**src/rtl/ex_mem_lsu_pkg.sv**
```systemverilog
// ex_mem_lsu_pkg
// Shared constants for the EX->MEM stage: pipeline bus widths, stall and
// write-enable encodings, the load/store opcodes recognised by the byte-serial
// LSU, the LSU state encoding, and small opcode/byte helper functions.
package ex_mem_lsu_pkg;

  // Pipeline bus widths
  localparam int ALU_OP_W   = 8;
  localparam int REG_W      = 32;
  localparam int REG_ADDR_W = 5;
  localparam int STALL_W    = 6;

  // Stall vector positions
  localparam int STALL_THIS = 4;
  localparam int STALL_WB   = 5;

  // Shared encodings
  localparam logic [REG_ADDR_W-1:0] NOP_REG_ADDR  = 5'd0;
  localparam logic [REG_W-1:0]      ZERO_WORD     = 32'h0000_0000;
  localparam logic                  NO_STOP       = 1'b0;
  localparam logic                  STOP          = 1'b1;
  localparam logic                  WRITE_DISABLE = 1'b0;
  localparam logic                  WRITE_ENABLE  = 1'b1;

  // Load/store opcodes
  localparam logic [ALU_OP_W-1:0] EX_LB  = 8'h20;
  localparam logic [ALU_OP_W-1:0] EX_LH  = 8'h21;
  localparam logic [ALU_OP_W-1:0] EX_LW  = 8'h22;
  localparam logic [ALU_OP_W-1:0] EX_LBU = 8'h23;
  localparam logic [ALU_OP_W-1:0] EX_LHU = 8'h24;
  localparam logic [ALU_OP_W-1:0] EX_SB  = 8'h28;
  localparam logic [ALU_OP_W-1:0] EX_SH  = 8'h29;
  localparam logic [ALU_OP_W-1:0] EX_SW  = 8'h2A;

  // LSU state encoding
  typedef enum logic [0:0] {
    LSU_IDLE   = 1'b0,
    LSU_ACCESS = 1'b1
  } lsu_state_e;

  function automatic logic is_load(input logic [ALU_OP_W-1:0] op);
    case (op)
      EX_LB, EX_LH, EX_LW, EX_LBU, EX_LHU: return 1'b1;
      default:                             return 1'b0;
    endcase
  endfunction

  function automatic logic is_store(input logic [ALU_OP_W-1:0] op);
    case (op)
      EX_SB, EX_SH, EX_SW: return 1'b1;
      default:             return 1'b0;
    endcase
  endfunction

  // Little-endian byte lane k of a word
  function automatic logic [7:0] select_byte(input logic [REG_W-1:0] word,
                                             input logic [1:0] k);
    case (k)
      2'd0:    return word[7:0];
      2'd1:    return word[15:8];
      2'd2:    return word[23:16];
      2'd3:    return word[31:24];
      default: return 8'h00;
    endcase
  endfunction

endpackage

```
**src/rtl/ex_mem_lsu_if.sv**
```systemverilog
// ex_mem_lsu_if
// Byte-wide memory port between the LSU (master) and the memory (slave).
//   mem_req   master->slave  byte request valid
//   mem_we    master->slave  1 = store byte
//   mem_addr  master->slave  byte address
//   mem_wdata master->slave  store byte
//   mem_ack   slave->master  byte accepted / returned this cycle
//   mem_rdata slave->master  load byte, valid with mem_ack
interface ex_mem_lsu_if #(
  parameter int ADDR_W = 32
) ();
  logic              mem_req;
  logic              mem_we;
  logic [ADDR_W-1:0] mem_addr;
  logic [7:0]        mem_wdata;
  logic              mem_ack;
  logic [7:0]        mem_rdata;

  modport master (
    output mem_req, mem_we, mem_addr, mem_wdata,
    input  mem_ack, mem_rdata
  );

  modport slave (
    input  mem_req, mem_we, mem_addr, mem_wdata,
    output mem_ack, mem_rdata
  );
endinterface

```
**src/rtl/ex_mem_lsu_load_align.sv**
```systemverilog
// lsu_load_align
// Combinational helper for the LSU.
//   buffer  in   4 assembled load bytes, byte 0 in bits [7:0]
//   op      in   load/store opcode
//   result  out  load value, sign- or zero-extended per opcode
//   nbytes  out  access size in bytes (1, 2 or 4)
module lsu_load_align
  import ex_mem_lsu_pkg::*;
(
  input  logic [REG_W-1:0]    buffer,
  input  logic [ALU_OP_W-1:0] op,
  output logic [REG_W-1:0]    result,
  output logic [2:0]          nbytes
);

  // Extend the assembled bytes according to the load flavour
  always_comb begin
    result = ZERO_WORD;
    case (op)
      EX_LB:   result = {{24{buffer[7]}}, buffer[7:0]};
      EX_LBU:  result = {24'h000000, buffer[7:0]};
      EX_LH:   result = {{16{buffer[15]}}, buffer[15:0]};
      EX_LHU:  result = {16'h0000, buffer[15:0]};
      EX_LW:   result = buffer;
      default: result = buffer;
    endcase
  end

  // Access size for every load/store flavour
  always_comb begin
    nbytes = 3'd1;
    case (op)
      EX_LB, EX_LBU, EX_SB: nbytes = 3'd1;
      EX_LH, EX_LHU, EX_SH: nbytes = 3'd2;
      EX_LW, EX_SW:         nbytes = 3'd4;
      default:              nbytes = 3'd1;
    endcase
  end

endmodule

```
**src/rtl/ex_mem_lsu.sv**
```systemverilog
// ex_mem_lsu
// EX->MEM pipeline latch combined with a byte-serial load/store unit.
// Non-memory ops pass to wb_* on the accept edge; loads/stores walk the
// 8-bit memory port one byte per acknowledged cycle while stallreq_o is high.
//   clk, rst        clock, synchronous active-high reset
//   rdy             global enable; low freezes everything
//   stall           controller stall vector (bit 4 this stage, bit 5 mem_wb)
//   ex_*            operation, destination, result, address and store data
//   mem             byte memory port (master side)
//   wb_wd/wreg/wdata  registered outputs to mem_wb
//   stallreq_o      high while the LSU is not idle
module ex_mem_lsu
  import ex_mem_lsu_pkg::*;
#(
  parameter int ADDR_W    = 32,
  parameter int MAX_BYTES = 4
) (
  input  logic                  clk,
  input  logic                  rst,
  input  logic                  rdy,
  input  logic [STALL_W-1:0]    stall,
  input  logic [ALU_OP_W-1:0]   ex_aluop,
  input  logic [REG_ADDR_W-1:0] ex_wd,
  input  logic                  ex_wreg,
  input  logic [REG_W-1:0]      ex_wdata,
  input  logic [ADDR_W-1:0]     ex_mem_addr,
  input  logic [REG_W-1:0]      ex_store_data,
  ex_mem_lsu_if.master          mem,
  output logic [REG_ADDR_W-1:0] wb_wd,
  output logic                  wb_wreg,
  output logic [REG_W-1:0]      wb_wdata,
  output logic                  stallreq_o
);

  lsu_state_e               state;
  lsu_state_e               state_next;
  logic [2:0]               idx;
  logic [2:0]               idx_next;
  logic [ALU_OP_W-1:0]      op_q;
  logic [REG_ADDR_W-1:0]    wd_q;
  logic                     wreg_q;
  logic [REG_W-1:0]         sdata_q;
  logic [8*MAX_BYTES-1:0]   load_buf;
  logic [8*MAX_BYTES-1:0]   buf_merged;
  logic                     req_q;
  logic                     we_q;
  logic [ADDR_W-1:0]        addr_q;
  logic [7:0]               wdata_q;
  logic [REG_W-1:0]         load_result;
  logic [2:0]               nbytes;
  logic                     ex_is_mem;
  logic                     accept;
  logic                     byte_go;
  logic                     last_byte;
  logic [STALL_W-1:0]       unused_stall_bits;

  assign unused_stall_bits = stall & 6'b001111;

  assign mem.mem_req   = req_q;
  assign mem.mem_we    = we_q;
  assign mem.mem_addr  = addr_q;
  assign mem.mem_wdata = wdata_q;

  assign stallreq_o = (state != LSU_IDLE);
  assign idx_next   = idx + 3'd1;

  // Load buffer with the byte arriving this cycle dropped into lane idx, so
  // the final byte contributes to the result on its own acknowledge edge
  always_comb begin
    buf_merged = load_buf;
    for (int k = 0; k < MAX_BYTES; k++) begin
      if (idx == 3'(k)) begin
        buf_merged[8*k +: 8] = mem.mem_rdata;
      end else begin
        buf_merged[8*k +: 8] = load_buf[8*k +: 8];
      end
    end
  end

  lsu_load_align u_load_align (
    .buffer (buf_merged),
    .op     (op_q),
    .result (load_result),
    .nbytes (nbytes)
  );

  // Next-state logic and per-cycle control strobes
  always_comb begin
    state_next = state;
    ex_is_mem  = is_load(ex_aluop) | is_store(ex_aluop);
    accept     = 1'b0;
    byte_go    = 1'b0;
    last_byte  = 1'b0;
    case (state)
      LSU_IDLE: begin
        accept = (stall[STALL_THIS] == NO_STOP);
        if (accept && ex_is_mem) begin
          state_next = LSU_ACCESS;
        end else begin
          state_next = LSU_IDLE;
        end
      end
      LSU_ACCESS: begin
        // An acknowledge only counts while a request is actually out
        byte_go   = req_q & mem.mem_ack;
        last_byte = byte_go & (idx == (nbytes - 3'd1));
        if (last_byte) begin
          state_next = LSU_IDLE;
        end else begin
          state_next = LSU_ACCESS;
        end
      end
      default: begin
        state_next = LSU_IDLE;
      end
    endcase
  end

  // State register, access datapath and registered pipeline outputs
  always_ff @(posedge clk) begin
    if (rst) begin
      state    <= LSU_IDLE;
      idx      <= 3'd0;
      op_q     <= 8'h00;
      wd_q     <= NOP_REG_ADDR;
      wreg_q   <= WRITE_DISABLE;
      sdata_q  <= ZERO_WORD;
      load_buf <= '0;
      req_q    <= 1'b0;
      we_q     <= 1'b0;
      addr_q   <= '0;
      wdata_q  <= 8'h00;
      wb_wd    <= NOP_REG_ADDR;
      wb_wreg  <= WRITE_DISABLE;
      wb_wdata <= ZERO_WORD;
    end else if (rdy) begin
      state <= state_next;
      case (state)
        LSU_IDLE: begin
          if (accept) begin
            if (ex_is_mem) begin
              op_q     <= ex_aluop;
              wd_q     <= ex_wd;
              wreg_q   <= ex_wreg;
              sdata_q  <= ex_store_data;
              idx      <= 3'd0;
              load_buf <= '0;
              req_q    <= 1'b1;
              we_q     <= is_store(ex_aluop);
              addr_q   <= ex_mem_addr;
              wdata_q  <= ex_store_data[7:0];
              wb_wreg  <= WRITE_DISABLE;
            end else begin
              wb_wd    <= ex_wd;
              wb_wreg  <= ex_wreg;
              wb_wdata <= ex_wdata;
            end
          end else if (stall[STALL_WB] == NO_STOP) begin
            wb_wd    <= NOP_REG_ADDR;
            wb_wreg  <= WRITE_DISABLE;
            wb_wdata <= ZERO_WORD;
          end else begin
            wb_wd    <= wb_wd;
          end
        end
        LSU_ACCESS: begin
          if (byte_go) begin
            load_buf <= buf_merged;
            idx      <= idx_next;
            if (last_byte) begin
              req_q <= 1'b0;
              we_q  <= 1'b0;
              if (is_load(op_q)) begin
                wb_wd    <= wd_q;
                wb_wreg  <= wreg_q;
                wb_wdata <= load_result;
              end else begin
                wb_wreg  <= WRITE_DISABLE;
              end
            end else begin
              addr_q  <= addr_q + ADDR_W'(1);
              wdata_q <= select_byte(sdata_q, idx_next[1:0]);
            end
          end else begin
            idx <= idx;
          end
        end
        default: begin
          req_q <= 1'b0;
        end
      endcase
    end else begin
      state <= state;
    end
  end

endmodule

```
**src/flat_wrapper.sv**
```systemverilog
// flat-port wrapper written by rule: the top's interface ports become plain ports
module ex_mem_lsu_flat import ex_mem_lsu_pkg::*;
#(
  parameter int ADDR_W    = 32,
  parameter int MAX_BYTES = 4
)
  (clk, rst, rdy, stall, ex_aluop, ex_wd, ex_wreg, ex_wdata, ex_mem_addr, ex_store_data, wb_wd, wb_wreg, wb_wdata, stallreq_o, mem_mem_req, mem_mem_we, mem_mem_addr, mem_mem_wdata, mem_mem_ack, mem_mem_rdata);
  ex_mem_lsu_if #(.ADDR_W(ADDR_W)) mem_i ();
  input  logic clk;
  input  logic rst;
  input  logic rdy;
  input  logic [STALL_W-1:0] stall;
  input  logic [ALU_OP_W-1:0] ex_aluop;
  input  logic [REG_ADDR_W-1:0] ex_wd;
  input  logic ex_wreg;
  input  logic [REG_W-1:0] ex_wdata;
  input  logic [ADDR_W-1:0] ex_mem_addr;
  input  logic [REG_W-1:0] ex_store_data;
  output logic [REG_ADDR_W-1:0] wb_wd;
  output logic wb_wreg;
  output logic [REG_W-1:0] wb_wdata;
  output logic stallreq_o;
  output wire logic [$bits(mem_i.mem_req)-1:0] mem_mem_req;
  output wire logic [$bits(mem_i.mem_we)-1:0] mem_mem_we;
  output wire logic [$bits(mem_i.mem_addr)-1:0] mem_mem_addr;
  output wire logic [$bits(mem_i.mem_wdata)-1:0] mem_mem_wdata;
  input wire logic [$bits(mem_i.mem_ack)-1:0] mem_mem_ack;
  input wire logic [$bits(mem_i.mem_rdata)-1:0] mem_mem_rdata;
  assign mem_mem_req = mem_i.mem_req;
  assign mem_mem_we = mem_i.mem_we;
  assign mem_mem_addr = mem_i.mem_addr;
  assign mem_mem_wdata = mem_i.mem_wdata;
  assign mem_i.mem_ack = mem_mem_ack;
  assign mem_i.mem_rdata = mem_mem_rdata;
  ex_mem_lsu #(.ADDR_W(ADDR_W), .MAX_BYTES(MAX_BYTES)) u_core (.clk(clk), .rst(rst), .rdy(rdy), .stall(stall), .ex_aluop(ex_aluop), .ex_wd(ex_wd), .ex_wreg(ex_wreg), .ex_wdata(ex_wdata), .ex_mem_addr(ex_mem_addr), .ex_store_data(ex_store_data), .mem(mem_i), .wb_wd(wb_wd), .wb_wreg(wb_wreg), .wb_wdata(wb_wdata), .stallreq_o(stallreq_o));
endmodule
```
**config.mk**
```make
export PLATFORM = sky130hd
export DESIGN_NAME = ex_mem_lsu_flat
export DESIGN_NICKNAME = d
export VERILOG_FILES = /design/src/rtl/ex_mem_lsu_pkg.sv /design/src/rtl/ex_mem_lsu_if.sv /design/src/rtl/ex_mem_lsu_load_align.sv /design/src/rtl/ex_mem_lsu.sv /design/src/flat_wrapper.sv
export SDC_FILE = /design/constraint.sdc
export NUM_CORES = 1
export LEC_CHECK = 0
export CORE_MARGIN = 5
export CORE_UTILIZATION = 56
export CTS_BUF_LIST = sky130_fd_sc_hd__clkbuf_4
export CTS_CLUSTER_DIAMETER = 80
export DETAILED_ROUTE_END_ITERATION = 6
export HOLD_SLACK_MARGIN = 0.05
export PLACE_DENSITY = 0.86
export SLEW_MARGIN = 20
export SYNTH_ARGS = -nofsm -noshare
export SYNTH_HDL_FRONTEND = slang
export SYNTH_HIERARCHICAL = 1
export SYNTH_SLANG_ARGS = --single-unit
```
**constraint.sdc**
```tcl
create_clock -name clk -period 4.91 [get_ports clk]
set_clock_uncertainty 0.15 [all_clocks]
set_input_delay 1.473 -clock clk [delete_from_list [all_inputs] [get_ports clk]]
set_output_delay 1.473 -clock clk [all_outputs]
set_load 0.02 [all_outputs]
```
# After elaboration in Yosys (flattened, before gate mapping)
# Index checks and enable logic that the tools add are counted.
# word_totals
regBits,162
output_inout_bits,81
wordCells,134
# op_classes
add_sub_neg,3
n_eq_ne,30
n_mux,68
n_bitwise,5
reduce_logical,14
# ops
op,n
two-way mux 32 bit,13
one-hot mux 32 bit (2 select lines),3
one-hot mux 32 bit (4 select lines),1
equality test 8 x 6 -> 1 bit (second input constant),15
two-way mux 8 bit,8
adder 32 x 1 -> 32 bit (second input constant),1
one-hot mux 8 bit (4 select lines),1
two-way mux 5 bit,6
two-way mux 1 bit,25
one-hot mux 8 bit (2 select lines),1
one-hot mux 3 bit (2 select lines),2
AND reduction 4 bit,3
one-hot mux 5 bit (2 select lines),1
AND reduction 5 bit,2
OR reduction 5 bit,2
two-way mux 3 bit,3
inequality test 2 bit (second input constant),4
one-hot mux 1 bit (2 select lines),4
equality test 3 x 2 -> 1 bit (second input constant),2
AND reduction 6 bit,1
OR reduction 3 bit,2
equality test 2 bit (second input constant),2
inequality test 2 x 1 -> 1 bit (second input constant),2
adder 3 x 1 -> 3 bit (second input constant),1
other kinds (13),15

# Longest topological paths before layout
# logic_depth
ltp_word,16
mapped_depth,13

# Hierarchy
# Netlist, hierarchy kept.
# by_module_without_submodules
module,instances,cells_each,area_per_inst_um2
ex_mem_lsu,1,998,8289.2
lsu_load_align,1,64,524.3

# Least setup slack after synthesis
# OpenSTA, ideal clock, no wires.
# synth_timing
path_kind,input port to flip-flop
startpoint,in rdy
endpoint,"reg u_core.addr_q[23], in the netlist u_core/mem.mem_addr[23]"
setup_ns,0.079
arrival_ns,3.004
path_slack_ns,1.677
cell_stages,7
n_path_buf,2
cell_sequence,clkbuf_2 nor3b_1 o2111ai_1 a21o_1 buf_4 or4_1 o211ai_1
# synth_between
elab_chain_len,1
# synth_rtl
item,line,text
start: declaration,flat_wrapper.sv:11,input logic rdy;
AND reduction 5 bit (no line),--,
end signal: assignment,ex_mem_lsu.sv:150,addr_q <= ex_mem_addr;
end signal: assignment,ex_mem_lsu.sv:181,addr_q <= addr_q + ADDR_W'(1);
end: declaration,ex_mem_lsu.sv:47,logic [ADDR_W-1:0] addr_q;
# Every way passes these cells.
# A chain may end at the register's enable or synchronous reset.

# Worst setup path after layout
# layout_timing
startpoint,reg u_core.op_q[0]
endpoint,reg u_core.wb_wdata[24]
# layout_between
word_cells_on_any_way,29
classes_between,add/sub: 1; eq/ne: 10; mux: 13; bitwise: 1; reduce/logical: 4
# layout_rtl
item,line,text
start: declaration,ex_mem_lsu.sv:39,logic [ALU_OP_W-1:0] op_q;
start signal: assignment,ex_mem_lsu.sv:142,op_q <= ex_aluop;
equality test 8 x 6 -> 1 bit,ex_mem_lsu_load_align.sv:32,case (op)
OR reduction 3 bit / OR reduction 2 bit (equally long branches),ex_mem_lsu_load_align.sv:32,
one-hot mux 3 bit (2 select lines) (*),ex_mem_lsu_load_align.sv:32,
net u_core.nbytes[0],ex_mem_lsu.sv:50,logic [2:0] nbytes;
subtractor 3 x 1 -> 3 bit (*),ex_mem_lsu.sv:106,last_byte = byte_go & (idx == (nbytes - 3'd1));
equality test 3 bit (*),ex_mem_lsu.sv:106,
AND 1 bit (*),ex_mem_lsu.sv:106,
two-way mux 1 bit (*),ex_mem_lsu.sv:94,case (state)
inequality test 2 bit (no line) (*),--,
AND reduction 6 bit (no line) (*),--,
end signal: assignment,ex_mem_lsu.sv:156,wb_wdata <= ex_wdata;
end signal: assignment,ex_mem_lsu.sv:176,wb_wdata <= load_result;
end: declaration,ex_mem_lsu.sv:31,"output logic [REG_W-1:0] wb_wdata,"
# The timed path passes the listed nets; every way through them passes the cells marked *. The select of a mux whose other input is x is not followed.

==> metrics.cfg <==
[global_routing]
grt_use_total_pct = 28.21
grt_pass1_wl_mm = 42.54
grt_max_degree = 98
gr-total-overflow = 0
antenna_found_initial = 0
grt_pass1_vias = 8498

[pwr]
power_density_nw_per_um2 = 225.9
ir_drop_v = 0.0001345
leakagePower_nw = 3.825

[finish]
design_area_um2 = 11060
finalNetCount = 1334
fillers = 1260
multi_input_area_um2 = 5052
drive_above_1_share_pct = 10.64
seq_area_um2 = 3243
area_delta_synth_final_pct = 25.53
instances_no_fill = 1424

[placed_design]
pre_cts_ws_ns = 0.5086
dp_hpwl_mm = 18.01
dpl.cell_count = 1391
port_buffers = 204
placedInstanceArea_um2 = 10790
routabilityCongestion = 0.8874

[routing]
avgRoutedWirePerCell_um = 18.58
first_pass_iters = 7
vias_per_cell = 6.213
routed_wl_mm = 26.47
drc = 7
vias = 8848
drtIter0Drc = 1052
antenna_left = 0

[sta]
setup_viol = 0
finalSetupTns_ns = 0
fmax_mhz = 248.5
worstMarginPinSlew_ns = 1.081
post-route-period-util_pct = 81.95
holdWs_ns = 0.3140
slew-limit-headroom_pct = 27.91
final_max_slew_viol_count = 0
setup_ws_ns = 0.8865
period_needed_ns = 4.024
rsz0062_at_grt = no
finalHoldViolCount = 0

[run]
maxCapViolations = 0

[critical_path]
cp-end-kind = register
critPathKind = reg -> reg
ff2ff_path_depth = 10
cp_top_family = compound AO/OA/AOI/OAI gates
path_max_fanout = 73
cp-endpoint = u_core/wb_wdata[24]
critical_path.cell_chain = nand2b_1, nor2_1, o21ai_1, inv_1, ha_1, xor3_2, nor4_4, a32o_4, a21oi_1, a211oi_1
critPathLaunch = u_core/op_q[0]
slowest_delay_ns = 0.90
crit_required_ns = 5.23
cp.depth = 10
regToRegStartpoint = u_core/op_q[0]
crit_buf_inv = 1
critPathLaunchType = register
r2r_end = u_core/wb_wdata[24]
crit_arrival_ns = 4.34
r2r_setup_slack_ns = 0.89
slowest_stage = a32o_4

[synth]
synthTopCellsByCount = dfxtp_1, nand2_1, a21oi_1, nor2_1, clkbuf_1
synth_cell_types = 67
yosysSeqAreaShare_pct = 36.80
postSynth.asyncResetShare_pct = 0
synthTopCellsByArea = dfxtp_1, a21oi_1, nand2_1
syn_area_um2 = 8813
avgSynthCellArea_um2 = 8.299
synth_area_leader_cell = dfxtp_1
synth_warnings = 6
synth_nets = 1197
synth.most_common_cell = dfxtp_1
synth_flop_cell = dfxtp_1
netlist.area_leader.share_pct = 36.80
synth-seq-cells = 162
synth-edff-count = 0
syn_inst = 1062

[clocking]
numClockSinks = 162
clkLatencyLatePin_ns = 0.57
numCtsBuffers = 17
ctsLongestPathBuffers = 2
cts_root_buf = clkbuf_4
cts_tree = built
cts_hold_buf = 0
postCtsSetupRepairBufs = 0
htreeDepth = 4
cts_resized = 0
clk_pin_slew_worst_paths_ns = 0.15

[run_status]
failed_checks = DRC
outcome = finished with violations

[floorplan]
die_w_um = 135.5
io_pins = 209
core.rowCount = 45
die_area_um2 = 18350
die_h_um = 135.5
start_util_pct = 57.55
core_um2 = 15310

[worst_hold_path]
hold_class = reg -> reg

flip-flops by register name (all words and copies together) (netlist names):
register              flops
u_core/sdata_q           32
u_core/mem.mem_wdata      8
u_core/mem.mem_we         1
u_core/mem.mem_addr      32
u_core/wb_wd              5
u_core/wb_wreg            1
u_core/stallreq_o         1
u_core/load_buf          32
u_core/wb_wdata          32
u_core/wd_q               5
u_core/idx                3
u_core/mem.mem_req        1
u_core/op_q               8
u_core/wreg_q             1
layer usage:
layer	up-vias	wire length, um	track usage (%)
met4	0	720	10.36
met3	64	2346	6.798
met2	429	12600	46.63
li1	4195	-	-
met1	4160	10800	35.83
met5	-	0	0
kinds of logic after synthesis:
| kind of cell | count (synthesis) | synth area share, % |
|---|---|---|
| buffers and inverters | 116 | 6.275 |
| AOI/OAI and AO/OA | 360 | 28.28 |
| DFF | 162 | 36.80 |
| and+or+nand+nor | 371 | 21.83 |
| muxes | 43 | 5.338 |
| xor gates and xnor gates | 3 | 0.4827 |
| adders and majority gates | 7 | 0.9937 |
worst min-delay path, delay by kind of cell (launching register included):
family          cells  cell delay, ns
flops               1            0.34
simple gates        1            0.05
compound gates      1            0.05
layout make-up:
class | instances | area share (%)
Sequential cell | 162 | 29.31
Tap cell | 211 | 2.386
Clock buffer | 17 | 1.154
Antenna cell | 1 | 0.02262
Multi-Input combinational cell | 784 | 45.67
Clock inverter | 15 | 1.278
Timing Repair Buffer | 221 | 19.74
Inverter | 13 | 0.4411
worst min path at each step:
stage	start	to	cells past startpoint
after floorplan	u_core/wd_q[0]	u_core/wd_q[0]	2
after global placement	u_core/wd_q[0]	u_core/wd_q[0]	2
after detailed placement	u_core/wd_q[4]	u_core/wd_q[4]	2
after global routing	u_core/wd_q[4]	u_core/wd_q[4]	2
after CTS	u_core/wd_q[4]	u_core/wd_q[4]	2
final	u_core/wd_q[1]	u_core/wd_q[1]	2
through the flow:
stage	power [mW]	util, %
6_report	2.499	72.24
5_1_grt	2.601	72.22
4_1_cts	2.512	72.22
3_5_place_dp	1.760	70.47
3_3_place_gp	1.755	70.47
2_1_floorplan	1.575	-
cells in the final DEF (no fill, tap or decap), types with 14 or more instances in the layout:
cell type	Yosys	routed
clkdlybuf4s50_1	0	203
dfxtp_1	162	162
nand2_1	119	119
a21oi_1	106	105
nor2_1	77	76
o21ai_0	63	63
a22oi_1	57	57
nand3_1	55	55
nand2b_1	40	40
mux2_2	32	32
a211oi_2	30	30
a211oi_1	20	20
a21o_1	19	19
clkbuf_4	0	17
buf_4	14	16
nand4_1	14	14
report_power, final:
group	internal [mW]	switching (mW)
Sequential	1.34	0.0166
Combinational	0.192	0.183
Clock	0.225	0.540
Total	1.76	0.739
Power figures use the tool's default switching activity.
